## src/rtl/cc_encoder_rr_pkg.sv

```systemverilog
// Shared constants, state encoding and code mapping for the round-robin
// request encoder and the selection decoder that consumes its code.
package cc_encoder_rr_pkg;

  localparam int DATAWIDTH_ENCODER_IN  = 12;
  localparam int DATAWIDTH_ENCODER_OUT = 4;

  localparam int NUM_LINES = DATAWIDTH_ENCODER_IN;
  localparam int CODE_W    = DATAWIDTH_ENCODER_OUT;

  localparam logic [CODE_W-1:0] CODE_NONE = '0;

  typedef enum logic {
    ST_IDLE = 1'b0,
    ST_HOLD = 1'b1
  } state_e;

  // Line index 0..NUM_LINES-1 maps to code 1..NUM_LINES; code 0 means none.
  function automatic logic [CODE_W-1:0] idx_to_code(input logic [CODE_W-1:0] idx);
    return idx + CODE_W'(1);
  endfunction

  // Priority pointer after granting a code: the line just above the winner,
  // wrapping from the last line back to line 0.
  function automatic logic [CODE_W-1:0] ptr_after(input logic [CODE_W-1:0] code);
    return (code >= CODE_W'(NUM_LINES)) ? '0 : code;
  endfunction

endpackage

```

## src/rtl/cc_encoder_rr_if.sv

```systemverilog
// Request/grant bus between the request sources, the encoder and the
// consumer of the granted code.
//
// Handshake: the encoder raises valid with code/grant/multi and holds all of
// them unchanged until a rising edge where valid and ready are both high;
// that edge is the transfer. ready is ignored while valid is low, and valid is
// never withdrawn without a transfer (only reset discards a pending grant).
interface cc_encoder_rr_if;
  import cc_encoder_rr_pkg::*;

  logic [NUM_LINES-1:0] CC_ENCODER_request_InBUS;
  logic                 CC_ENCODER_ready_In;
  logic [CODE_W-1:0]    CC_ENCODER_code_OutBUS;
  logic                 CC_ENCODER_valid_Out;
  logic [NUM_LINES-1:0] CC_ENCODER_grant_OutBUS;
  logic                 CC_ENCODER_multi_Out;

  // Requesters and consumer side.
  modport master (
    output CC_ENCODER_request_InBUS,
    output CC_ENCODER_ready_In,
    input  CC_ENCODER_code_OutBUS,
    input  CC_ENCODER_valid_Out,
    input  CC_ENCODER_grant_OutBUS,
    input  CC_ENCODER_multi_Out
  );

  // Encoder side.
  modport slave (
    input  CC_ENCODER_request_InBUS,
    input  CC_ENCODER_ready_In,
    output CC_ENCODER_code_OutBUS,
    output CC_ENCODER_valid_Out,
    output CC_ENCODER_grant_OutBUS,
    output CC_ENCODER_multi_Out
  );
endinterface

```

## src/rtl/cc_encoder_rr_pick.sv

```systemverilog
// Circular first-set search: starting at eff_ptr and moving upward with
// wrap-around, report the first asserted request line.
module cc_rr_pick
  import cc_encoder_rr_pkg::*;
(
  input  logic [NUM_LINES-1:0] req_i,
  input  logic [CODE_W-1:0]    eff_ptr_i,
  output logic [CODE_W-1:0]    idx_o,
  output logic                 found_o
);

  logic [CODE_W:0] pos;

  // Walk all lines once in priority order; the first hit wins.
  always_comb begin
    idx_o   = '0;
    found_o = 1'b0;
    pos     = '0;
    for (int k = 0; k < NUM_LINES; k++) begin
      pos = {1'b0, eff_ptr_i} + (CODE_W+1)'(k);
      if (pos >= (CODE_W+1)'(NUM_LINES)) begin
        pos = pos - (CODE_W+1)'(NUM_LINES);
      end
      if (!found_o && req_i[pos[CODE_W-1:0]]) begin
        idx_o   = pos[CODE_W-1:0];
        found_o = 1'b1;
      end
    end
  end

endmodule

```

## src/rtl/cc_encoder_rr.sv

```systemverilog
// Round-robin request encoder: grants one of the request lines and presents
// its code (1..NUM_LINES) under valid/ready, rotating priority past each
// accepted winner.
module cc_encoder_rr
  import cc_encoder_rr_pkg::*;
(
  input  logic                 CC_ENCODER_CLOCK_50,
  input  logic                 CC_ENCODER_RESET_InHigh,
  cc_encoder_rr_if.slave       bus,
  output state_e               dbg_state_o,
  output logic [CODE_W-1:0]    dbg_ptr_o
);

  state_e               state_q, state_d;
  logic [CODE_W-1:0]    ptr_q, ptr_d;
  logic [CODE_W-1:0]    code_q, code_d;
  logic [NUM_LINES-1:0] grant_q, grant_d;
  logic                 valid_q, valid_d;
  logic                 multi_q, multi_d;

  logic                 handshake;
  logic [CODE_W-1:0]    eff_ptr;
  logic [CODE_W-1:0]    pick_idx;
  logic                 pick_found;
  logic                 req_multi;

  // On a transfer the search starts just past the outgoing winner, so the
  // back-to-back grant already honours the rotated priority.
  assign handshake = (state_q == ST_HOLD) && valid_q && bus.CC_ENCODER_ready_In;
  assign eff_ptr   = handshake ? ptr_after(code_q) : ptr_q;
  assign req_multi = ($countones(bus.CC_ENCODER_request_InBUS) > 1);

  cc_rr_pick u_pick (
    .req_i     (bus.CC_ENCODER_request_InBUS),
    .eff_ptr_i (eff_ptr),
    .idx_o     (pick_idx),
    .found_o   (pick_found)
  );

  // Next-state and next-output logic: load a grant from IDLE, freeze in HOLD
  // until the transfer, then reload or fall back to IDLE.
  always_comb begin
    state_d = state_q;
    ptr_d   = ptr_q;
    code_d  = code_q;
    grant_d = grant_q;
    valid_d = valid_q;
    multi_d = multi_q;
    unique case (state_q)
      ST_IDLE: begin
        if (pick_found) begin
          state_d = ST_HOLD;
          code_d  = idx_to_code(pick_idx);
          grant_d = NUM_LINES'(1) << pick_idx;
          valid_d = 1'b1;
          multi_d = req_multi;
        end
      end
      ST_HOLD: begin
        if (handshake) begin
          ptr_d = ptr_after(code_q);
          if (pick_found) begin
            code_d  = idx_to_code(pick_idx);
            grant_d = NUM_LINES'(1) << pick_idx;
            valid_d = 1'b1;
            multi_d = req_multi;
          end else begin
            state_d = ST_IDLE;
            code_d  = CODE_NONE;
            grant_d = '0;
            valid_d = 1'b0;
            multi_d = 1'b0;
          end
        end
      end
      default: state_d = ST_IDLE;
    endcase
  end

  // State and output registers with synchronous reset; reset drops any
  // pending grant without a transfer.
  always_ff @(posedge CC_ENCODER_CLOCK_50) begin
    if (CC_ENCODER_RESET_InHigh) begin
      state_q <= ST_IDLE;
      ptr_q   <= '0;
      code_q  <= CODE_NONE;
      grant_q <= '0;
      valid_q <= 1'b0;
      multi_q <= 1'b0;
    end else begin
      state_q <= state_d;
      ptr_q   <= ptr_d;
      code_q  <= code_d;
      grant_q <= grant_d;
      valid_q <= valid_d;
      multi_q <= multi_d;
    end
  end

  assign bus.CC_ENCODER_code_OutBUS  = code_q;
  assign bus.CC_ENCODER_grant_OutBUS = grant_q;
  assign bus.CC_ENCODER_valid_Out    = valid_q;
  assign bus.CC_ENCODER_multi_Out    = multi_q;
  assign dbg_state_o                 = state_q;
  assign dbg_ptr_o                   = ptr_q;

endmodule
```

## src/flat_wrapper.sv

```systemverilog
// flat-port wrapper written by rule: the top's interface ports become plain ports
module cc_encoder_rr_flat import cc_encoder_rr_pkg::*;
  (CC_ENCODER_CLOCK_50, CC_ENCODER_RESET_InHigh, dbg_state_o, dbg_ptr_o, bus_CC_ENCODER_request_InBUS, bus_CC_ENCODER_ready_In, bus_CC_ENCODER_code_OutBUS, bus_CC_ENCODER_valid_Out, bus_CC_ENCODER_grant_OutBUS, bus_CC_ENCODER_multi_Out);
  cc_encoder_rr_if bus_i ();
  input  logic CC_ENCODER_CLOCK_50;
  input  logic CC_ENCODER_RESET_InHigh;
  output state_e dbg_state_o;
  output logic [CODE_W-1:0] dbg_ptr_o;
  input wire logic [$bits(bus_i.CC_ENCODER_request_InBUS)-1:0] bus_CC_ENCODER_request_InBUS;
  input wire logic [$bits(bus_i.CC_ENCODER_ready_In)-1:0] bus_CC_ENCODER_ready_In;
  output wire logic [$bits(bus_i.CC_ENCODER_code_OutBUS)-1:0] bus_CC_ENCODER_code_OutBUS;
  output wire logic [$bits(bus_i.CC_ENCODER_valid_Out)-1:0] bus_CC_ENCODER_valid_Out;
  output wire logic [$bits(bus_i.CC_ENCODER_grant_OutBUS)-1:0] bus_CC_ENCODER_grant_OutBUS;
  output wire logic [$bits(bus_i.CC_ENCODER_multi_Out)-1:0] bus_CC_ENCODER_multi_Out;
  assign bus_i.CC_ENCODER_request_InBUS = bus_CC_ENCODER_request_InBUS;
  assign bus_i.CC_ENCODER_ready_In = bus_CC_ENCODER_ready_In;
  assign bus_CC_ENCODER_code_OutBUS = bus_i.CC_ENCODER_code_OutBUS;
  assign bus_CC_ENCODER_valid_Out = bus_i.CC_ENCODER_valid_Out;
  assign bus_CC_ENCODER_grant_OutBUS = bus_i.CC_ENCODER_grant_OutBUS;
  assign bus_CC_ENCODER_multi_Out = bus_i.CC_ENCODER_multi_Out;
  cc_encoder_rr u_core (.CC_ENCODER_CLOCK_50(CC_ENCODER_CLOCK_50), .CC_ENCODER_RESET_InHigh(CC_ENCODER_RESET_InHigh), .bus(bus_i), .dbg_state_o(dbg_state_o), .dbg_ptr_o(dbg_ptr_o));
endmodule
```

## config.mk

```make
export PLATFORM = sky130hd
export DESIGN_NAME = cc_encoder_rr_flat
export DESIGN_NICKNAME = d
export VERILOG_FILES = /design/src/rtl/cc_encoder_rr_pkg.sv /design/src/rtl/cc_encoder_rr_if.sv /design/src/rtl/cc_encoder_rr_pick.sv /design/src/rtl/cc_encoder_rr.sv /design/src/flat_wrapper.sv
export SDC_FILE = /design/constraint.sdc
export NUM_CORES = 1
export LEC_CHECK = 0
export ABC_AREA = 0
export BUFFER_PORTS_ARGS = -buffer_cell sky130_fd_sc_hd__buf_2
export CAP_MARGIN = 15
export CORE_UTILIZATION = 35
export DETAILED_ROUTE_END_ITERATION = 8
export SETUP_SLACK_MARGIN = 0.4
export SLEW_MARGIN = 20
export SYNTH_ARGS = -nofsm -noshare
export SYNTH_HDL_FRONTEND = slang
export SYNTH_SLANG_ARGS = --single-unit
```

## constraint.sdc

```tcl
create_clock -name CC_ENCODER_CLOCK_50 -period 6.45 [get_ports CC_ENCODER_CLOCK_50]
set_input_delay 0 -clock CC_ENCODER_CLOCK_50 [delete_from_list [all_inputs] [get_ports CC_ENCODER_CLOCK_50]]
set_output_delay 0 -clock CC_ENCODER_CLOCK_50 [all_outputs]
set_load 0.02 [all_outputs]
```

==> load_flow_metrics.sql, run 1 <==
INSERT INTO impl_metrics (metric_group, metric, value, unit) VALUES
('run_status', 'outcome', 'finished clean', ''),
('synthesis', 'synthDistinctLibCells', '102', ''),
('clock_tree', 'cts_tree', 'done', ''),
('critical_path', 'worstSetupEndpointType', 'flip-flop', ''),
('placement', 'detailedPlace.worstSlack', '0.4366', 'ns'),
('critical_path', 'worst_path_most_repeated_cell', 'sky130_fd_sc_hd__ha_1', ''),
('synthesis', 'yosysSeqAreaShare', '10.90', '%'),
('synthesis', 'ys_dominant_reg_cell', 'sky130_fd_sc_hd__dfxtp_1', ''),
('global_routing', 'grt_first_pass_wirelength', '21820', 'um'),
('critical_path', 'timing.critical_path.required', '6.58', 'ns'),
('floorplanning', 'core.rowCount', '39', ''),
('layout', 'layout.cells.most_common_list', 'sky130_fd_sc_hd__buf_2, sky130_fd_sc_hd__nand2_1, sky130_fd_sc_hd__ha_1', ''),
('critical_path', 'critical_path_buf_inv_count', '5', ''),
('clock_tree', 'cts-root-buf', 'sky130_fd_sc_hd__clkbuf_16', ''),
('placement', 'place_hpwl', '10590', 'um'),
('layout', 'antenna_cells', '0', ''),
('clock_tree', 'tritoncts.num_buffers', '3', ''),
('synthesis', 'avg_inst_size_synth', '8.141', 'sq um'),
('drt', 'vias_per_cell', '6.261', ''),
('layout', 'nets', '603', ''),
('floorplanning', 'coreArea', '11610', 'sq um'),
('synthesis', 'postSynth.asyncResetShare', '0', '%'),
('critical_path', 'setup.worst_path.start_class', 'flip-flop', ''),
('power', 'power-per-cell-area', '183.4', 'nW/um^2'),
('global_routing', 'vias_in_the_first_global_route', '4145', ''),
('drt', 'drt-total-wl', '13300', 'um'),
('global_routing', 'globalRouteTotalUtil', '21.53', '%'),
('timing', 'worst-slew-pin-transition', '0.8910', 'ns'),
('power', 'report.power.total', '0.8455', 'mW'),
('drt', 'drt.antenna.violating_nets', '0', ''),
('placement', 'routabilityCongestion', '1.012', ''),
('placement', 'placement.io_buffers', '37', ''),
('critical_path', 'worstPathMaxFanout', '23', ''),
('layout', 'layout.cells.most_common', 'sky130_fd_sc_hd__buf_2', ''),
('clock_tree', 'path_clk_slew', '0.06', 'ns'),
('synthesis', 'yosys_register_bits', '23', ''),
('drt', 'num_vias', '4295', ''),
('timing', 'timing_max_transition_violations_final', '0', ''),
('floorplanning', 'floorplan.initialDensity', '36.38', '%'),
('drt', 'drc', '0', ''),
('synthesis', 'synthesis.nets', '578', ''),
('critical_path', 'timing_worst_setup_path_type', 'flip-flop to flip-flop', ''),
('layout', 'layoutNonFillerInstCount', '686', ''),
('drt', 'avgRoutedWirePerCell', '19.39', 'um'),
('timing', 'tns', '0', 'ns'),
('clock_tree', 'clock-sinks', '23', ''),
('timing', 'final-setup-viol-count', '0', ''),
('critical_path', 'cell_breakdown_of_the_critical_path', 'a21boi_1 > mux2i_4 > inv_1 > buf_4 > ha_1 > buf_4 > inv_1 > xnor2_2 > inv_1 > ha_1 > nand2_1 > o211ai_1 > a32oi_2 > mux2_2 > and4_2 > and3_1 > a2111oi_1 > a31o_1 > a21oi_2 > ha_1 > ha_1 > a22oi_1 > nor2_1', ''),
('timing', 'layout_worst_path_cycle_share', '87.37', '%'),
('global_routing', 'maximum_number_of_pins_on_one_net_before_global_route_repair', '24', ''),
('timing', 'fin_ws', '0.8149', 'ns'),
('clock_tree', 'cts-htree-levels', '1', ''),
('timing', 'timing.hold.ws', '0.1154', 'ns'),
('clock_tree', 'cts_hold_buf', '0', ''),
('synthesis', 'number_of_synthesized_flops_with_an_enable_pin', '0', ''),
('layout', 'area_growth', '9.120', '%'),
('run', 'cap_viol_max_count', '0', ''),
('placement', 'total_instance_count_after_detailed_placement', '680', ''),
('global_routing', 'initial_antenna_violation_count', '0', ''),
('critical_path', 'cpLargestDelayFamily', 'compound AO/OA/AOI/OAI gates', ''),
('critical_path', 'timing.critical_path.slowest_stage_cell', 'sky130_fd_sc_hd__mux2_2', ''),
('timing', 'fmax', '177.5', 'MHz'),
('layout', 'drive_above_1_share', '21.92', '%'),
('drt', 'drt_iter0_markers', '438', ''),
('timing', 'relSlewSlack', '38.90', '%'),
('clock_tree', 'ctsLongestPathBuffers', '2', ''),
('floorplanning', 'die_width', '111.9', 'um'),
('synthesis', 'syn-cell-area', '4225', 'sq um'),
('floorplanning', 'io-pin-count', '38', ''),
('timing', 'period_needed', '5.635', 'ns'),
('timing', 'worst_clock_skew', '0.004058', 'ns');
==> power by group <==
part	total, mW	internal, mW	switching (mW)
combinational	0.540	0.209	0.331
sequential	0.171	0.156	0.0151
clock	0.134	0.0834	0.0507
==> sequential cells by signal, indices dropped and copies added, names as in the netlist <==
| name | cells |
|---|---|
| u_core.bus.CC_ENCODER_code_OutBUS | 4 |
| u_core.bus.CC_ENCODER_grant_OutBUS | 12 |
| u_core.bus.CC_ENCODER_multi_Out | 1 |
| u_core.bus.CC_ENCODER_valid_Out | 1 |
| u_core.dbg_ptr_o | 4 |
| u_core.dbg_state_o | 1 |
==> through the flow <==
step	cell area [sq um]	utilization [%]
final	4611	39.70
after global routing	4611	39.70
after global placement	4453	38.34
after floorplan	4225	-
after CTS	4539	39.09
after detailed placement	4453	38.34
==> metal layers <==
metal | GRT usage (%) | share of wire, %
met2 | 35.20 | 45
met4 | 7.477 | 2.8
met3 | 2.341 | 6.2
met1 | 29.30 | 46
met5 | 0 | 0
==> worst register-to-register path: stages, from the launching register on <==
cell and delay, ns:
sky130_fd_sc_hd__dfxtp_1 0.43, sky130_fd_sc_hd__a21boi_1 0.33, sky130_fd_sc_hd__mux2i_4 0.12, sky130_fd_sc_hd__inv_1 0.09
sky130_fd_sc_hd__buf_4 0.31, sky130_fd_sc_hd__ha_1 0.35, sky130_fd_sc_hd__buf_4 0.22, sky130_fd_sc_hd__inv_1 0.11
sky130_fd_sc_hd__xnor2_2 0.31, sky130_fd_sc_hd__inv_1 0.08, sky130_fd_sc_hd__ha_1 0.20, sky130_fd_sc_hd__nand2_1 0.12
sky130_fd_sc_hd__o211ai_1 0.13, sky130_fd_sc_hd__a32oi_2 0.37, sky130_fd_sc_hd__mux2_2 0.50, sky130_fd_sc_hd__and4_2 0.30
sky130_fd_sc_hd__and3_1 0.23, sky130_fd_sc_hd__a2111oi_1 0.33, sky130_fd_sc_hd__a31o_1 0.20, sky130_fd_sc_hd__a21oi_2 0.07
sky130_fd_sc_hd__ha_1 0.23, sky130_fd_sc_hd__ha_1 0.28, sky130_fd_sc_hd__a22oi_1 0.16, sky130_fd_sc_hd__nor2_1 0.06
==> path summary, 6_finish.rpt <==
| check | from | endpoint | slack, ns | cells past startpoint |
|---|---|---|---|---|
| setup / recovery | u_core.bus.CC_ENCODER_code_OutBUS[3] | u_core.bus.CC_ENCODER_code_OutBUS[2] | 0.81 | 23 |
| setup reg to reg | u_core.bus.CC_ENCODER_code_OutBUS[3] | u_core.bus.CC_ENCODER_code_OutBUS[2] | 0.81 | 23 |
| hold / removal | CC_ENCODER_RESET_InHigh | u_core.bus.CC_ENCODER_code_OutBUS[0] | 0.12 | 2 |
| hold reg to reg | u_core.bus.CC_ENCODER_grant_OutBUS[7] | u_core.bus.CC_ENCODER_grant_OutBUS[7] | 0.46 | 2 |
==> Yosys cell counts (all sizes together) (3+ instances only) <==
cell     number  area, sq um
ha           37        462.9
nand2        36        135.1
inv          34        130.1
nor2         34        127.6
o21ai        30        157.7
a21oi        27        135.1
mux2i        25        287.8
dfxtp        23        460.4
o211ai       23        186.4
nor3         18        111.4
buf          17        138.9
clkbuf       13        80.07
nor2b        11        71.32
a21boi        9        82.58
a22oi         9        67.56
mux2          9        105.1
nand3         9        45.04
nand4         9        62.56
a22o          7        62.56
and3          7        45.05
fa            7        140.1
a31oi         6        37.54
a32oi         6        52.55
or3           6        40.03
xnor2         6        60.06
a211oi        5        42.54
and2          5        36.29
nand2b        5        31.28
nor4          5        52.55
o2111ai       5        43.79
o21a          5        37.54
a2bb2oi       4        41.29
nor3b         4        35.03
o211a         4        40.04
a21o          3        23.77
a221oi        3        32.53
a311oi        3        26.28
and4          3        26.28
mux4          3        67.56
nand3b        3        22.52
o311a         3        31.28
o31ai         3        36.28
o32a          3        30.03
or2           3        18.77
==> cells by family (layout without fill, tap and decap cells) <==
kind of cell | count (synthesis) | count (layout) | synth area share (%)
fa+ha+maj | 44 | 44 | 14.27
buf+inv | 64 | 88 | 8.262
xor+xnor | 6 | 6 | 1.421
compound gates | 183 | 183 | 33.02
mux | 37 | 37 | 10.90
flops | 23 | 23 | 10.90
simple gates | 162 | 162 | 21.23
==> timing repair <==
action / in CTS / in global routing
gates resized for setup: 1 / 14
gates cloned: 0 / 0
setup buffers: 0 / 2
pin swaps: 0 / 1
setup endpoints to repair: 1 / 14
==> layout make-up <==
class / count / area (sq um)
Sequential cell: 23 / 460.4
Fill cell: 1190 / 7003
Timing Repair Buffer: 50 / 282.8
Inverter: 34 / 130.1
Multi-Input combinational cell: 432 / 3478
Clock buffer: 3 / 75.07
Clock inverter: 1 / 5.005
Tap cell: 143 / 178.9
Power figures use the tool's default switching activity.
==> run 2: changes to the inputs <==
--- a/config.mk
+++ b/config.mk
@@ -5,7 +5,7 @@
 export SDC_FILE = /design/constraint.sdc
 export NUM_CORES = 1
 export LEC_CHECK = 0
-export ABC_AREA = 0
+export ABC_AREA = 1
 export BUFFER_PORTS_ARGS = -buffer_cell sky130_fd_sc_hd__buf_2
 export CAP_MARGIN = 15
 export CORE_UTILIZATION = 35
==> load_flow_metrics.sql, run 2 <==
INSERT INTO impl_metrics (metric_group, metric, value, unit) VALUES
('timing', 'layout_worst_path_cycle_share', '80.43', '%'),
('synthesis', 'syn-cell-area', '3661', 'sq um'),
('critical_path', 'cpLargestDelayFamily', 'simple AND/OR/NAND/NOR gates', ''),
('layout', 'largest_register_ff_count', '12', ''),
('floorplanning', 'die_width', '104.3', 'um'),
('clock_tree', 'path_clk_slew', '0.08', 'ns'),
('global_routing', 'initial_antenna_violation_count', '0', ''),
('timing', 'worst-slew-pin-transition', '0.6173', 'ns'),
('synthesis', 'yosys_register_bits', '23', ''),
('clock_tree', 'cts_hold_buf', '0', ''),
('synthesis', 'ys_top_cells_by_area', 'sky130_fd_sc_hd__nand2_1, sky130_fd_sc_hd__ha_1, sky130_fd_sc_hd__dfxtp_1', ''),
('layout', 'drive_above_1_share', '16.72', '%'),
('drt', 'drt_iter0_markers', '246', ''),
('run', 'cap_viol_max_count', '0', ''),
('clock_tree', 'cts.repair_timing.setup_buffer_count', '0', ''),
('critical_path', 'r2r_setup_slack', '1.26', 'ns'),
('synthesis', 'synthDistinctLibCells', '47', ''),
('clock_tree', 'ctsLongestPathBuffers', '2', ''),
('min_path', 'min_path_type', 'input pin to flip-flop', ''),
('placement', 'total_instance_count_after_detailed_placement', '757', ''),
('critical_path', 'timing.critical_path.slowest_stage_cell', 'sky130_fd_sc_hd__dfxtp_1', ''),
('global_routing', 'grt_first_pass_wirelength', '17190', 'um'),
('timing', 'relSlewSlack', '58.60', '%'),
('drt', 'drc', '0', ''),
('synthesis', 'yosysMostFrequentCell', 'sky130_fd_sc_hd__nand2_1', ''),
('global_routing', 'grt.busiest_layer', 'met2', ''),
('drt', 'vias_per_cell', '5.131', ''),
('drt', 'drt-total-wl', '10280', 'um'),
('floorplanning', 'core.rowCount', '36', ''),
('layout', 'layoutNonFillerInstCount', '761', ''),
('critical_path', 'rr_worst_depth', '34', ''),
('synthesis', 'netlist_instances', '595', ''),
('clock_tree', 'worstSkewPairLatency', '0.27', 'ns'),
('power', 'vdd_drop_max', '0.0001424', 'V'),
('clock_tree', 'tritoncts.num_buffers', '3', ''),
('timing', 'worst_clock_skew', '0.002176', 'ns'),
('placement', 'placed_area', '3955', 'sq um'),
('critical_path', 'cp.depth', '34', ''),
('critical_path', 'timing.critical_path.required', '6.65', 'ns'),
('synthesis', 'avg_inst_size_synth', '6.153', 'sq um'),
('drt', 'firstDrtPassIters', '5', ''),
('layout', 'area_growth', '9.296', '%'),
('synthesis', 'synth_top_area_share', '19.79', '%'),
('layout', 'area.sequential', '460.4', 'sq um'),
('global_routing', 'globalRouteTotalUtil', '19.17', '%'),
('critical_path', 'rr_endpoint', 'u_core.bus.CC_ENCODER_grant_OutBUS[11]', ''),
('global_routing', 'vias_in_the_first_global_route', '3560', ''),
('synthesis', 'ys.warnings.count', '0', ''),
('drt', 'num_vias', '3905', ''),
('global_routing', 'met2_usage', '30.79', '%'),
('critical_path', 'worstPathMaxFanout', '16', ''),
('layout', 'layout.cells.most_common', 'sky130_fd_sc_hd__nand2_1', ''),
('floorplanning', 'fp.dieArea', '10870', 'sq um'),
('placement', 'place_hpwl', '8601', 'um'),
('global_routing', 'globalRoute.totalOverflow', '0', ''),
('power', 'p_leak', '2.137', 'nW'),
('timing', 'timing_max_transition_violations_final', '0', ''),
('synthesis', 'netlist.top_cell.by_area', 'sky130_fd_sc_hd__nand2_1', ''),
('timing', 'grt_setup_unrepaired', 'false', ''),
('global_routing', 'met1_usage', '26.42', '%'),
('critical_path', 'worst_setup_path_endpoint', 'u_core.bus.CC_ENCODER_grant_OutBUS[11]', ''),
('synthesis', 'synthesis.nets', '654', ''),
('clock_tree', 'cts_tree', 'done', ''),
('synthesis', 'ys_dominant_reg_cell', 'sky130_fd_sc_hd__dfxtp_1', ''),
('critical_path', 'cp-startpoint', 'u_core.dbg_state_o', ''),
('floorplanning', 'io-pin-count', '38', ''),
('critical_path', 'cp.arrival', '5.39', 'ns'),
('layout', 'postLayoutCellArea', '4001', 'sq um'),
('timing', 'hold_viol', '0', ''),
('clock_tree', 'clock-sinks', '23', ''),
('layout', 'finalCoreUtilization', '40.20', '%'),
('clock_tree', 'cts-htree-levels', '1', ''),
('placement', 'routabilityCongestion', '0.8989', ''),
('layout', 'nFillCells', '1085', ''),
('power', 'power-per-cell-area', '207.7', 'nW/um^2'),
('timing', 'tns', '0', 'ns'),
('floorplanning', 'die_h', '104.3', 'um'),
('placement', 'placement.io_buffers', '37', ''),
('layout', 'layout.cells.most_common_list', 'sky130_fd_sc_hd__nand2_1, sky130_fd_sc_hd__nand3_1, sky130_fd_sc_hd__inv_1', ''),
('clock_tree', 'cts-root-buf', 'sky130_fd_sc_hd__clkbuf_8', ''),
('clock_tree', 'cts-resized-gates', '0', ''),
('critical_path', 'cp_slowest_stage_delay', '0.44', 'ns'),
('floorplanning', 'coreArea', '9955', 'sq um'),
('min_path', 'min-delay-start', 'CC_ENCODER_RESET_InHigh', ''),
('synthesis', 'yosysSeqAreaShare', '12.58', '%'),
('critical_path', 'critical_path_buf_inv_count', '6', ''),
('timing', 'period_needed', '5.188', 'ns'),
('global_routing', 'gr-usage-met3', '1.441', '%'),
('critical_path', 'regToRegStartpoint', 'u_core.dbg_state_o', ''),
('global_routing', 'maximum_number_of_pins_on_one_net_before_global_route_repair', '24', ''),
('layout', 'multi_input_area', '2830', 'sq um'),
('synthesis', 'postSynth.asyncResetShare', '0', '%'),
('layout', 'antenna_cells', '0', ''),
('drt', 'drt.antenna.violating_nets', '0', ''),
('critical_path', 'worstSetupEndpointType', 'flip-flop', ''),
('layout', 'nets', '688', ''),
('synthesis', 'number_of_synthesized_flops_with_an_enable_pin', '0', ''),
('critical_path', 'timing_worst_setup_path_type', 'flip-flop to flip-flop', ''),
('critical_path', 'worst_path_most_repeated_cell', 'sky130_fd_sc_hd__nand2_1', ''),
('drt', 'avgRoutedWirePerCell', '13.51', 'um'),
('timing', 'fmax', '192.8', 'MHz'),
('timing', 'final-setup-viol-count', '0', ''),
('floorplanning', 'floorplan.initialDensity', '36.78', '%'),
('run_status', 'outcome', 'finished clean', ''),
('critical_path', 'setup.worst_path.start_class', 'flip-flop', ''),
('synthesis', 'commonest_cells_in_the_synthesized_netlist', 'sky130_fd_sc_hd__nand2_1, sky130_fd_sc_hd__nand3_1, sky130_fd_sc_hd__inv_1, sky130_fd_sc_hd__ha_1, sky130_fd_sc_hd__nor2_1', '');
[run 2: power by group]
group / leakage (nW) / switching (mW) / internal (mW)
Combinational: 1.92 / 0.385 / 0.184
Clock: 0.0255 / 0.0477 / 0.0432
Sequential: 0.188 / 0.0118 / 0.159
Total: 2.14 / 0.445 / 0.386
[run 2: logic make-up after synthesis]
family,Yosys count,synth area share [%]
adders and majority gates,44,16.47
xor gates and xnor gates,6,1.641
DFF,23,12.58
buffers and inverters,90,10.12
and+or+nand+nor,365,46.75
AOI/OAI and AO/OA,66,12.17
muxes,1,0.2734
[run 2: final cells by class]
cell class	instances	area share, %
Clock buffer	3	1.032
Clock inverter	1	0.1251
Inverter	81	7.630
Multi-Input combinational cell	482	70.73
Sequential cell	23	11.51
Tap cell	133	4.159
Timing Repair Buffer	38	4.816
[run 2: worst register-to-register path, delay by kind of cell, from the launching register on]
kind	cells	cell delay, ns
adders and majority gates	4	0.89
and+or+nand+nor	23	2.93
buffers and inverters	6	0.76
AOI/OAI and AO/OA	1	0.11
DFF	1	0.44
[run 2: metal layers]
layer  part of all wire (%)  wire, um
met5                      0         0
met4                    3.3       342
met3                    3.5       359
met2                     45      4626
met1                     48      4954
[run 2: worst min-delay path by stage]
| stage | slack (ns) | to | cells past startpoint |
|---|---|---|---|
| 3_5_place_dp | 0.42 | u_core.dbg_ptr_o[1] | 2 |
| 5_1_grt | 0.15 | u_core.bus.CC_ENCODER_grant_OutBUS[3] | 2 |
| 6_report | 0.14 | u_core.bus.CC_ENCODER_grant_OutBUS[3] | 2 |
| 3_3_place_gp | 0.42 | u_core.bus.CC_ENCODER_grant_OutBUS[3] | 2 |
| 2_1_floorplan | 0.07 | u_core.bus.CC_ENCODER_code_OutBUS[2] | 1 |
| 4_1_cts | 0.14 | u_core.bus.CC_ENCODER_grant_OutBUS[3] | 2 |
[run 2: per-stage QoR]
| stage | worst slack [ns] | power [mW] | hold WS [ns] |
|---|---|---|---|
| after global placement | 1.579 | 0.7309 | 0.4178 |
| after floorplan | 2.107 | 0.6021 | 0.06907 |
| after CTS | 1.265 | 0.8320 | 0.1381 |
| after global routing | 0.6297 | 0.9154 | 0.1542 |
| after detailed placement | 1.292 | 0.7397 | 0.4156 |
| final | 1.262 | 0.8309 | 0.1385 |
